$ cat config.mk
export PLATFORM = sky130hd
export DESIGN_NAME = clock_min_sec_counter
export DESIGN_NICKNAME = d
export VERILOG_FILES = /design/src/rtl/clock_min_sec_counter.sv
export SDC_FILE = /design/constraint.sdc
export NUM_CORES = 1
export LEC_CHECK = 0
export BUFFER_PORTS_ARGS = -buffer_cell sky130_fd_sc_hd__clkbuf_2
export CORE_ASPECT_RATIO = 1.2
export CORE_MARGIN = 2
export CORE_UTILIZATION = 60
export CTS_BUF_LIST = sky130_fd_sc_hd__clkbuf_16
export DETAILED_ROUTE_END_ITERATION = 6
export PLACE_DENSITY = 0.9
export SLEW_MARGIN = 20
export SYNTH_ARGS = -nofsm -noshare
export SYNTH_HDL_FRONTEND = slang
export SYNTH_SLANG_ARGS = --single-unit
export TNS_END_PERCENT = 10
$ cat constraint.sdc
create_clock -name clk -period 4.4 [get_ports clk]
set_input_delay 0.22 -clock clk [delete_from_list [all_inputs] [get_ports clk]]
set_output_delay 0.22 -clock clk [all_outputs]
set_load 0.005 [all_outputs]
$ cat src/rtl/clock_min_sec_counter.sv
// Minutes/seconds timebase: divides clk to a 1 Hz advance, counts BCD
// seconds and minutes (00..59 each), and pulses hour_en on the 59:59 wrap.
// A validated load handshake (set_req -> set_ack / set_err) presets the time.
module clock_min_sec_counter #(
    parameter int unsigned CLK_DIV = 50000000
) (
    input  logic       clk,
    input  logic       rst,
    input  logic       run_en,
    input  logic       set_req,
    input  logic [7:0] set_min,
    input  logic [7:0] set_sec,
    output logic       set_ack,
    output logic       set_err,
    output logic [7:0] sec_bcd,
    output logic [7:0] min_bcd,
    output logic       sec_tick,
    output logic       min_tick,
    output logic       hour_en
);

    localparam int unsigned   PW         = (CLK_DIV > 1) ? $clog2(CLK_DIV) : 1;
    localparam logic [PW-1:0] PRESC_LAST = PW'(CLK_DIV - 1);

    logic [PW-1:0] presc;
    logic [PW-1:0] presc_next;
    logic [7:0]    sec_next;
    logic [7:0]    min_next;
    logic          load_ok;
    logic          load_bad;
    logic          terminal;
    logic          advance;
    logic          sec_wrap;
    logic          min_wrap;

    // A BCD field is legal for a 00..59 counter when tens <= 5 and ones <= 9.
    function automatic logic bcd59_ok(input logic [7:0] v);
        return (v[7:4] <= 4'd5) && (v[3:0] <= 4'd9);
    endfunction

    // Increment a legal 00..59 BCD value, wrapping 59 -> 00.
    function automatic logic [7:0] bcd59_inc(input logic [7:0] v);
        logic [7:0] r;
        if (v[3:0] == 4'd9) begin
            r[3:0] = '0;
            r[7:4] = (v[7:4] == 4'd5) ? '0 : v[7:4] + 4'd1;
        end else begin
            r[7:4] = v[7:4];
            r[3:0] = v[3:0] + 4'd1;
        end
        return r;
    endfunction

    // Load decode and advance qualification; an accepted load swallows the tick.
    always_comb begin
        load_ok  = set_req && bcd59_ok(set_min) && bcd59_ok(set_sec);
        load_bad = set_req && !(bcd59_ok(set_min) && bcd59_ok(set_sec));
        terminal = run_en && (presc == PRESC_LAST);
        advance  = terminal && !load_ok;
        sec_wrap = (sec_bcd == 8'h59);
        min_wrap = (min_bcd == 8'h59);
    end

    // Prescaler next value: load clears, running counts and wraps, else hold.
    always_comb begin
        presc_next = presc;
        if (load_ok) begin
            presc_next = '0;
        end else if (run_en) begin
            presc_next = terminal ? '0 : presc + PW'(1);
        end
    end

    // Counter next values: load has priority, then the ones/tens/carry chain.
    always_comb begin
        sec_next = sec_bcd;
        min_next = min_bcd;
        if (load_ok) begin
            sec_next = set_sec;
            min_next = set_min;
        end else if (advance) begin
            sec_next = bcd59_inc(sec_bcd);
            if (sec_wrap) begin
                min_next = bcd59_inc(min_bcd);
            end
        end
    end

    // State and registered pulses; pulses coincide with the first visible update.
    always_ff @(posedge clk) begin
        if (rst) begin
            presc    <= '0;
            sec_bcd  <= '0;
            min_bcd  <= '0;
            set_ack  <= 1'b0;
            set_err  <= 1'b0;
            sec_tick <= 1'b0;
            min_tick <= 1'b0;
            hour_en  <= 1'b0;
        end else begin
            presc    <= presc_next;
            sec_bcd  <= sec_next;
            min_bcd  <= min_next;
            set_ack  <= load_ok;
            set_err  <= load_bad;
            sec_tick <= advance;
            min_tick <= advance && sec_wrap;
            hour_en  <= advance && sec_wrap && min_wrap;
        end
    end

endmodule

## Word level (Yosys, flattened, before mapping)

Cells that the tools add are included.

| cells by class | value |
|---|---|
| order comparisons | 4 |
| reduce and logical (&&, ||, !) cells | 20 |
| add/sub/neg operators | 5 |
| divide/modulo/power cells | 0 |
| shift-type cells | 0 |
| equality and inequality tests | 7 |
| multiply operators | 0 |
| bitwise operators | 0 |
| mux-type cells | 10 |

Operators by type and width:

| cell | count |
|---|---|
| 8-bit two-way mux | 7 |
| 26-bit by 1-bit adder with 26-bit output (second input constant) | 1 |
| 26-bit equality test (second input constant) | 1 |
| 26-bit two-way mux | 1 |
| 4-bit by 1-bit adder with 4-bit output (second input constant) | 4 |
| 8-bit by 7-bit equality test with 1-bit output (second input constant) | 2 |
| 1-bit logical AND | 10 |
| 4-bit by 3-bit equality test with 1-bit output (second input constant) | 2 |
| 4-bit equality test (second input constant) | 2 |
| 4-bit by 3-bit <= comparator with 1-bit output (second input constant) | 2 |
| 4-bit <= comparator (second input constant) | 2 |
| 4-bit two-way mux | 2 |
| 2-bit nonzero test | 4 |
| 2-bit AND reduction | 2 |
| 3-bit AND reduction | 1 |
| 1-bit logical NOT | 2 |
| 2-bit OR reduction | 1 |

| word-level totals | value |
|---|---|
| input port bits | 20 |
| latch bits | 0 |
| word-level logic and storage cells | 56 |
| RAM bits | 0 |
| register bits | 47 |
| ROM bits | 0 |
| memories | 0 |

## Depth between registers and ports, before layout

Gate-level depths: netlist (run 1).

| logic depth | value |
|---|---|
| depth after elaboration | 8 |
| mapped depth | 8 |
| mapped depth without buffers | 7 |

## Least setup slack after synthesis (run 1)

Ideal clock, no wire load.

| path | value |
|---|---|
| kind | register to register |
| start | reg presc[0] |
| end | reg sec_bcd[7] |
| path buffers | 0 |
| arrival time | 2.005 ns |
| path slack | 2.325 ns |
| library setup time | 0.070 ns |
| stages on the path, launching flop included | 7 |
| cells stage by stage | dfxtp_1 ha_1 nand4_2 nor4_4 nand3_4 or4_1 a21oi_1 |

| on the way | value |
|---|---|
| cells in the longest elaborated chain, start to end | 5 |

Ends and longest elaborated chain:

| what | line | source |
|---|---|---|
| start, declared | 25 | `logic [PW-1:0] presc;` |
| start signal, assigned | 101 | `presc <= presc_next;` |
| 26-bit equality test | 58 | `terminal = run_en && (presc == PRESC_LAST);` |
| 1-bit logical AND | 58 |  |
| 1-bit logical AND | 59 | `advance = terminal && !load_ok;` |
| 2-bit nonzero test (no source line) | -- |  |
| 2-bit AND reduction (no source line) | -- |  |
| end signal, assigned | 102 | `sec_bcd <= sec_next;` |
| end, declared | 15 | `output logic [7:0] sec_bcd,` |

Every way passes these cells.
A chain may end at the register's enable or synchronous reset.

## Worst setup path in the final report (run 1)

| path | value |
|---|---|
| start | reg presc[0] |
| end | reg presc[9] |

| on the way | value |
|---|---|
| cells in the longest elaborated chain, start to end | 3 |

Ends and longest elaborated chain:

| what | line | source |
|---|---|---|
| parallel branches: the longest is 2 deep, another holds 26-bit by 1-bit adder with 26-bit output | -- |  |
| 26-bit two-way mux * | 70 | `presc_next = terminal ? '0 : presc + PW'(1);` |

Every way passes the cells marked *.

==> results of run 1 <==
## per-layer routing
layer  part of all wire (%)  GRT usage, %
met4                    2.0          9.93
met2                     53          46.4
met5                      0             0
met3                    3.6          5.14
met1                     41          31.2
## final timing paths
kind	to	slack, ns	cells past startpoint	from
setup / recovery	presc[9]	1.82	6	presc[0]
hold / removal	set_err	0.18	2	set_req
setup reg to reg	presc[9]	1.82	6	presc[0]
hold reg to reg	sec_bcd[7]	0.51	2	sec_bcd[7]
## cell families after synthesis
| logic type | count (synthesis) | share of synthesized area (%) |
|---|---|---|
| adders and majority gates | 5 | 2.62 |
| AOI/OAI and AO/OA | 41 | 10.3 |
| xor gates and xnor gates | 26 | 9.54 |
| buffers and inverters | 22 | 3.72 |
| DFF | 47 | 39.4 |
| muxes | 3 | 1.31 |
| and+or+nand+nor | 139 | 33.0 |
## stage by stage
stage / instances / cell area (sq um) / hold slack, ns / power, mW
2_1_floorplan: 283 / 2390 / 0.292 / 0.466
3_3_place_gp: 366 / 2610 / 0.444 / 0.484
3_5_place_dp: 366 / 2610 / 0.456 / 0.485
4_1_cts: 374 / 2750 / 0.171 / 0.834
5_1_grt: 374 / 2750 / 0.187 / 0.856
6_report: 374 / 2750 / 0.176 / 0.830
## power groups by stage
| stage | logic [mW] | registers (mW) | clock network [mW] |
|---|---|---|---|
| after floorplan | 0.0214 | 0.445 | 0 |
| after global placement | 0.0384 | 0.445 | 0 |
| after detailed placement | 0.0391 | 0.446 | 0 |
| after CTS | 0.0393 | 0.436 | 0.358 |
| after global routing | 0.0443 | 0.437 | 0.375 |
| final | 0.0395 | 0.436 | 0.354 |
## worst max-delay path, cell delays in order (launching register included)
cell	delay [ns]
dfxtp_1	0.42
ha_1	0.25
nand4_2	0.16
nor4_4	0.57
nand2_1	0.24
nand2_1	0.66
nor2_1	0.12
## flip-flops by register name (all words and copies together) (netlist names)
signal    cells
presc        26
min_bcd       8
sec_bcd       8
hour_en       1
min_tick      1
sec_tick      1
set_ack       1
set_err       1
## cell type report
class	instances	share of cell area [%]
Sequential cell	47	34.2
Timing Repair Buffer	41	7.56
Inverter	10	1.37
Tap cell	54	2.46
Multi-Input combinational cell	214	49.4
Clock inverter	3	0.455
Clock buffer	5	4.55
## cells in the final DEF (no fill, tap or decap), types with 2 or more instances in the layout
master and n:
or4_1 2, nor4b_1 2, a21oi_1 8, clkbuf_2 40, and2_1 3, nand4b_1 4
mux2i_1 2, nor3_1 6, nand3_2 2, or3_1 2, a211oi_1 2, clkbuf_16 5
a31oi_1 6, ha_1 5, nand2_1 23, and3_1 6, nand3_1 9, nand2b_1 3
nor2_1 37, o21ai_0 17, and4_1 6, nand4_1 15, xor2_1 7, nor4_1 7
nor2b_1 2, dfxtp_1 47, nand3b_1 2, xnor2_1 19, inv_1 12
==> impl_results.md, run 1 <==
- Status: complete, no violations
- Core area: 3880 sq um
- CTS tree: built
- Aggregate global routing overflow: 0
- Detail Route Antenna Nets: 0
- Setup slack at placement: 1.86 ns
- Clk root buf: clkbuf_16
- Post-synthesis sequential area ratio: 39.4%
- Layout fillers: 329
- Final setup TNS: 0 ns
- Mapped Nets: 308
- Register area: 941 sq um
- TritonCTS Sinks: 47
- Lkg Pwr: about 1.0 nW
- Vert. Die Dim: 73.1 microns
- Cell accounting for the most synthesized area: dfxtp_1
- Setup ws final: 1.82 ns
- Post-synth cell types: 47
- Seq cells post-synth: 47
- Die area: 4500 sq um
- Synth Instances: 283
- P_int: 0.652 mW
- EDFF count, synth: 0
- Gpl congestion: 0.835
- Io pins: 41
- Synthesized area: 2390 sq um
- Top cell type's share of synthesized area: 39.4%
- Worst min-delay path category: input port to register
- Layout area overhead: 15.2%
- Worst rel slew slack: 45.2%
- Hold buffer count at CTS: 0
- DP HPWL: 3870 microns
- DR iter-0 viols: approximately 150
- Total GRT Usage: 26.6%
- CP required: 4.53 ns
- Syn Area/Cell: 8.43 sq um
- Vias/cell: 5.91
- Final Skew: 0.00744 ns
- Main synth FF type: dfxtp_1
- Clk buf depth: 2
- Worst slew pin tran: 0.819 ns
- Multi-input gate area: 1360 sq um
- RSZ-0062 raised after global routing: false
- First-pass GRT wire length: 9240 microns
- CTS buffer count: 5
- Maximum number of pins on one net before global-route repair: 26
- Clock latency at the later pin of the worst-skew pair: 0.28 ns
- Initial DRT Pass Iterations: 5
- I/O Buffers: 40
- Row Count: 25
- Crit start category: register
- DRC: 0
- Vias in the first global route: 2155
- # resized after CTS: 0
- Layout cells sized above 1: roughly 17%
- Layout Utilization: 70.8%
- Async SR Flop Fraction: 0%
- Setup bufs post-CTS: 0
- Arr. time, crit path: around 2.7 ns
- DR WL/cell: 14.6 microns
- Crit Path Category: register to register
- Post-Route WL: 5460 microns
- Final min period: 2.58 ns
- Comb pwr share: 4.8%
- Max-slew violations: 0
- Clk pwr share: 42.7%
- Die width: between 60 and 70 microns
- Sequential cell fraction of total power: 52.6%
- Initial antenna violation count: 0
- Worst Path Max Fanout: 24
- Crit end category: register
- Synthesis Warnings: 0
- CTS clk-pin slew, worst paths: 0.06 ns
- Hold Vio Cnt, Final: 0
- CTS HTree Levels: 2
- Starting Density: approximately three fifths
- Diodes inserted: 0
- Most numerous cell in the Yosys netlist: dfxtp_1
- Top cells by area, synth: dfxtp_1 39%, xnor2_1 7.0%, nor2_1 5.8%
- DR vias: 2212
- Fin crit share: 58.6%
- PwrDens: 302 nW/um^2
- VDD IR max: 0.190 mV
- Fmax achieved: approximately 390 MHz
- P_sw: 0.178 mW
- Max Cap Violations: 0
- Nets@finish: 344
- Final setup violation count: 0
- Switch share: 21.4%
- List of most frequent post-synthesis cells: 47 x dfxtp_1, 37 x nor2_1, 23 x nand2_1, 19 x xnor2_1, 17 x o21ai_0
(Power assumes the default switching activity.)
==> run 2: changes to the inputs <==
- CORE_UTILIZATION: 60 -> 55
- PLACE_DENSITY: 0.9 -> 0.83
- clock period: 4.4 -> 2.4 ns (I/O delays scaled with it)
==> run 2 against run 1 <==
Net effect: clock power grew 85%; cell area grew 1.2%; power grew 84%; worst hold slack lost 0.13 ns; combinational power grew 84%; first-iteration DRC count grew 3.4%; critical endpoint is now sec_bcd[7].
==> impl_results.md, run 2 (same netlist as run 1, synthesis figures left out) <==
- Max incr delay on CP: 0.54 ns (-0.12 ns)
- VDD IR max: 0.357 mV (+88%)
- Worst min-delay path category: input port to register
- Biggest regs: presc x26, min_bcd x8, sec_bcd x8
- I/O Buffers: 40 (unchanged)
- Status: complete, no violations
- Clk buf depth: 2 (unchanged)
- Flop-to-flop setup slack: 0.26 ns (-1.56 ns)
- Final min period: 2.14 ns (-0.436 ns)
- TritonCTS Sinks: 47 (unchanged)
- PwrDens: 549 nW/um^2 (+82%)
- CTS HTree Levels: 2 (unchanged)
- Hold WS: 0.0417 ns (-0.134 ns)
- Lkg Pwr: 1.06 nW (+1.9%)
- Final instance area: 2780 sq um (+1.2%)
- Core area: 4230 sq um (+9.0%)
- Setup slack at placement: 0.303 ns (-1.56 ns)
- DR iter-0 viols: 152 (+3.4%)
- Io pins: 41 (unchanged)
- Clk root buf: clkbuf_16
- DRC: 0 (unchanged)
- Total GRT Usage: 23.8% (-2.8 points)
- Final setup TNS: 0 ns (unchanged)
- R2R Path Start: presc[8]
- Setup ws final: 0.257 ns (-1.56 ns)
- Layout Utilization: 65.7% (-5.1 points)
- Setup bufs post-CTS: 0 (unchanged)
- Row Count: 26 (+4.0%)
- Non-Filler Instances: 380 (+1.6%)
- CP required: 2.62 ns (-1.91 ns)
- CTS clk-pin slew, worst paths: 0.06 ns (about the same)
- Crit end category: register
- DP HPWL: 3940 microns (+1.7%)
- Max FFs per register: 26 (unchanged)
- Area after DPL: 2640 sq um (+1.2%)
- CTS tree: built
- Layout cells sized above 1: 18.2% (+1.0 points)
- Most frequent cells in the layout: 47 x dfxtp_1, 40 x clkbuf_2, 37 x nor2_1
- Final Skew: 0.00728 ns (-0.000161 ns)
- Layout area overhead: 16.5%
- Die width: 64.1 microns (+4.2%)
- Initial DRT Pass Iterations: 4 (-1)
- Diodes inserted: 0 (unchanged)
- Critical Path End: sec_bcd[7]
- Nets@finish: 348 (+1.2%)
- Maximum number of pins on one net before global-route repair: 25 (-3.8%)
- Crit path cell chain: nor4b_1 -> and4_1 -> nand3_4 -> or4_1 -> a21oi_1
- Max Cap Violations: 0 (unchanged)
- Hold buffer count at CTS: 0 (unchanged)
- Total power: 1.53 mW (+84%)
- Worst slew pin tran: 0.525 ns (-0.294 ns)
- Starting Density: 56.4% (-5.1 points)
- Largest register by flop count: presc
- DR vias: 2208 (-0.18%)
- Aggregate global routing overflow: 0 (unchanged)
- Crit Path Category: register to register
- Detail Route Antenna Nets: 0 (unchanged)
- Fin crit share: 89.3% (+31 points)
- Vert. Die Dim: 76.2 microns (+4.2%)
- R2R cell count: 5 (-1)
- Die area: 4880 sq um (+8.5%)
- CTS buffer count: 5 (unchanged)
- Worst Path Max Fanout: 10 (-58%)
- Max-slew violations: 0 (unchanged)
- RSZ-0062 raised after global routing: false
- RR Endpoint: sec_bcd[7]
- Worst rel slew slack: 64.9% (+20 points)
- DR WL/cell: 14.4 microns (-1.5%)
- Vias/cell: 5.81 (-1.8%)
- Setup crit start: presc[8]
- Initial antenna violation count: 0 (unchanged)
- Clock latency at the later pin of the worst-skew pair: 0.29 ns (about the same)
- Cell at the slowest stage of the critical path: or4_1
- Gpl congestion: 0.857 (+2.6%)
- Arr. time, crit path: 2.36 ns (-0.35 ns)
- Hold Vio Cnt, Final: 0 (unchanged)
- Inst Count DP: 372 (+1.6%)
- Fmax achieved: 467 MHz (+20%)
- # resized after CTS: 0 (unchanged)
- First-pass GRT wire length: 9340 microns (+1.1%)
- Final setup violation count: 0 (unchanged)
- Vias in the first global route: 2096 (-2.7%)
- Crit start category: register
- Commonest non-fill, non-tap cell in the layout: dfxtp_1
- Post-Route WL: 5470 microns (about the same)
[run 2: cell types whose count changed in the layout (fill, tap and decap cells not counted)]
cell	change
buf_4	+4
[run 2: critical path, delay by kind of cell (launching register included)]
family             cells  cell delay [ns]
and+or+nand+nor        4             1.55
AOI/OAI and AO/OA      1             0.17
DFF                    1             0.35
[run 2: per-layer routing]
layer | GRT usage, % | vias up | wire length (microns)
li1 | - | 1098 | -
met1 | 27.5 | 1038 | 2280
met2 | 41.5 | 58 | 2830
met3 | 4.73 | 14 | 205
met4 | 11.1 | 0 | 149
met5 | 0 | - | 0
[run 2: how the worst min path moves through the flow]
stage / startpoint / slack, ns / cells past startpoint / to
floorplan: rst / 0.19 / 1 / sec_bcd[0]
global placement: set_sec[3] / 0.34 / 3 / sec_bcd[3]
detailed placement: set_sec[3] / 0.34 / 3 / sec_bcd[3]
CTS: set_sec[3] / 0.04 / 3 / sec_bcd[3]
global route: set_sec[3] / 0.06 / 3 / sec_bcd[3]
finish: set_sec[3] / 0.04 / 3 / sec_bcd[3]
[run 2: final cells by class]
cell class / instances / area (sq um)
flip-flops and latches: 47 / 941
fillers: 383 / 1450
clock buffers: 5 / 125
well taps: 56 / 70.1
repair buffers: 45 / 238
multi-input cells: 214 / 1360
clock inverters: 3 / 12.5
inverters: 10 / 37.5
[run 2: power by group]
group          internal [mW]  switching (mW)
combinational         0.0315          0.0411
clock                  0.376           0.278
sequential             0.789          0.0109
total                   1.20           0.330
==> run 3: changes to the inputs <==
- ABC_AREA: not set -> 1
- BUFFER_PORTS_ARGS: -buffer_cell sky130_fd_sc_hd__clkbuf_2 -> -buffer_cell sky130_fd_sc_hd__buf_2
- CORE_UTILIZATION: 55 -> 57
- PLACE_DENSITY: 0.83 -> 0.85
==> run 3 against run 2 <==
Net effect: first-iteration DRC count decreased by 13%; die area is 13% higher; worst setup slack improved by 0.40 ns; worst hold slack better by 0.039 ns; clock skew shrank 0.0033 ns; highest routed layer unchanged; combinational power up 27%; flip-flop and latch count unchanged; sequential power is 0.6% lower; synthesized area increased by 17%.
==> impl_results.md, run 3 <==
- Top cells by area, synth: dfxtp_1 34%, nand2_1 15%, nor2_1 11%
- CTS HTree Levels: 2 (unchanged)
- Aggregate global routing overflow: 0 (unchanged)
- Max Cap Violations: 0 (unchanged)
- First-pass GRT wire length: 10300 microns (+9.8%)
- Layout cells sized above 1: 16.1% (-2.1 points)
- Fmax achieved: 573 MHz (+23%)
- Synth Instances: 431 (+52%)
- Worst slew pin tran: 0.420 ns (-0.105 ns)
- VDD IR max: 0.290 mV (-19%)
- Arr. time, crit path: 1.92 ns (-0.44 ns)
- Seq cells post-synth: 47 (unchanged)
- Die area: 5500 sq um (+13%)
- Main synth FF type: dfxtp_1
- Non-Filler Instances: 529 (+39%)
- Initial antenna violation count: 0 (unchanged)
- Post-synthesis sequential area ratio: 33.6% (-5.9 points)
- PwrDens: 484 nW/um^2 (-12%)
- Status: complete, no violations
- Worst min-delay path category: input port to register
- Async SR Flop Fraction: 0% (unchanged)
- Vert. Die Dim: 80.8 microns (+6.1%)
- Mapped Nets: 456 (+48%)
- Hold buffer count at CTS: 0 (unchanged)
- Inst Count DP: 523 (+41%)
- Top cell type's share of synthesized area: 33.6% (-5.9 points)
- Core area: 4660 sq um (+10%)
- Row Count: 27 (+3.8%)
- Max FFs per register: 26 (unchanged)
- EDFF count, synth: 0 (unchanged)
- DR WL/cell: 11.0 microns (-23%)
- Crit end category: register
- Maximum number of pins on one net before global-route repair: 21 (-16%)
- DR iter-0 viols: 132 (-13%)
- Post-Route WL: 5840 microns (+6.8%)
- Die width: 68.0 microns (+6.1%)
- Final min period: 1.74 ns (-0.399 ns)
- Lkg Pwr: 1.43 nW (+35%)
- Biggest regs: presc x26, min_bcd x8, sec_bcd x8
- Nets@finish: 497 (+43%)
- Clk buf depth: 2 (unchanged)
- Crit start category: register
- Post-synth cell types: 30 (-36%)
- DR vias: 2691 (+22%)
- Diodes inserted: 0 (unchanged)
- Synthesized area: 2800 sq um (+17%)
- Commonest non-fill, non-tap cell in the layout: nand2_1
- Fin crit share: 72.7% (-17 points)
- Synthesis Warnings: 0 (unchanged)
- Syn Area/Cell: 6.50 sq um (-23%)
- CTS clk-pin slew, worst paths: 0.06 ns (about the same)
- TritonCTS Sinks: 47 (unchanged)
- CTS buffer count: 5 (unchanged)
- Io pins: 41 (unchanged)
- Final Skew: 0.00398 ns (-0.00330 ns)
- Most frequent cells in the layout: 110 x nand2_1, 80 x nor2_1, 47 x inv_1, 47 x dfxtp_1, 40 x buf_2
- Largest register by flop count: presc
- Layout fillers: 407 (+6.3%)
- Vias/cell: 5.09 (-12%)
- I/O Buffers: 40 (unchanged)
- Clock latency at the later pin of the worst-skew pair: 0.28 ns (about the same)
- Hold Vio Cnt, Final: 0 (unchanged)
- Starting Density: 60.1% (+3.7 points)
- Crit Path Category: register to register
- List of most frequent post-synthesis cells: 110 x nand2_1, 80 x nor2_1, 47 x dfxtp_1, 46 x inv_1, 37 x nand3_1
- Vias in the first global route: 2461 (+17%)
- Layout area overhead: 12.6%
- Gpl congestion: 0.872 (+1.8%)
- Most numerous cell in the Yosys netlist: nand2_1
- Detail Route Antenna Nets: 0 (unchanged)
- Initial DRT Pass Iterations: 4 (unchanged)
- DRC: 0 (unchanged)
- Worst rel slew slack: 72.0% (+7.1 points)
- Total GRT Usage: 23.8% (about the same)
- Max-slew violations: 0 (unchanged)
- Final setup TNS: 0 ns (unchanged)
- CTS tree: built
- Final setup violation count: 0 (unchanged)
- Clk root buf: clkbuf_16
- Setup bufs post-CTS: 0 (unchanged)
- DP HPWL: 4400 microns (+12%)
- Cell accounting for the most synthesized area: dfxtp_1
- CP required: 2.58 ns (-0.04 ns)
- # resized after CTS: 0 (unchanged)
- Worst Path Max Fanout: 6 (-4)
- RSZ-0062 raised after global routing: false
run 3: report_power, final:
group	switching, mW	internal, mW
Combinational	0.0587	0.0336
Sequential	0.00731	0.788
Clock	0.270	0.370
Total	0.336	1.19
run 3: worst paths after layout:
kind         slack (ns)          to  cells past startpoint        from
max                0.66  min_bcd[1]                     10  sec_bcd[4]
max reg2reg        0.66  min_bcd[1]                     10  sec_bcd[4]
min reg2reg        0.51    presc[1]                      2    presc[1]
min                0.08  sec_bcd[2]                      2         rst
run 3: layout make-up:
| type | instances | area (sq um) | area share, % |
|---|---|---|---|
| Clock buffer | 5 | 125 | 3.97 |
| Clock inverter | 1 | 3.75 | 0.119 |
| Inverter | 52 | 195 | 6.19 |
| Multi-Input combinational cell | 324 | 1600 | 50.8 |
| Sequential cell | 47 | 941 | 29.8 |
| Tap cell | 58 | 72.6 | 2.30 |
| Timing Repair Buffer | 42 | 215 | 6.82 |
run 3: worst max-delay path: stages, from the launching register on:
cell     delay, ns
dfxtp_1       0.41
ha_1          0.17
nand2_1       0.05
nor2_1        0.26
inv_1         0.10
nor2_1        0.11
nand3_1       0.14
nand2_1       0.20
inv_2         0.06
nor2_1        0.09
nor2_1        0.05
run 3: layer usage:
metal	vias to the layer above	track usage, %	share of wire (%)
met5	-	0	0
met1	1187	27.8	44
met4	0	10.2	1.9
li1	1436	-	-
met2	58	41.9	50
met3	10	4.02	4.0
run 3: stage by stage:
step	instance area (sq um)	hold slack, ns	power, mW	setup slack, ns	util [%]
floorplan	2800	0.189	0.874	0.893	-
global placement	3030	0.376	0.902	0.702	64.9
detailed placement	3030	0.378	0.905	0.656	64.9
CTS	3160	0.0769	1.54	0.639	67.7
global route	3160	0.102	1.58	0.410	67.7
finish	3160	0.0810	1.53	0.656	67.7
run 3: cell families (layout without fill, tap and decap cells):
logic type,count (synthesis),count (layout),share of synthesized area [%]
fa+ha+maj,5,5,2.23
flops,47,47,33.6
simple gates,275,275,45.0
buf+inv,60,100,9.24
xor+xnor,15,15,4.69
compound gates,29,29,5.31
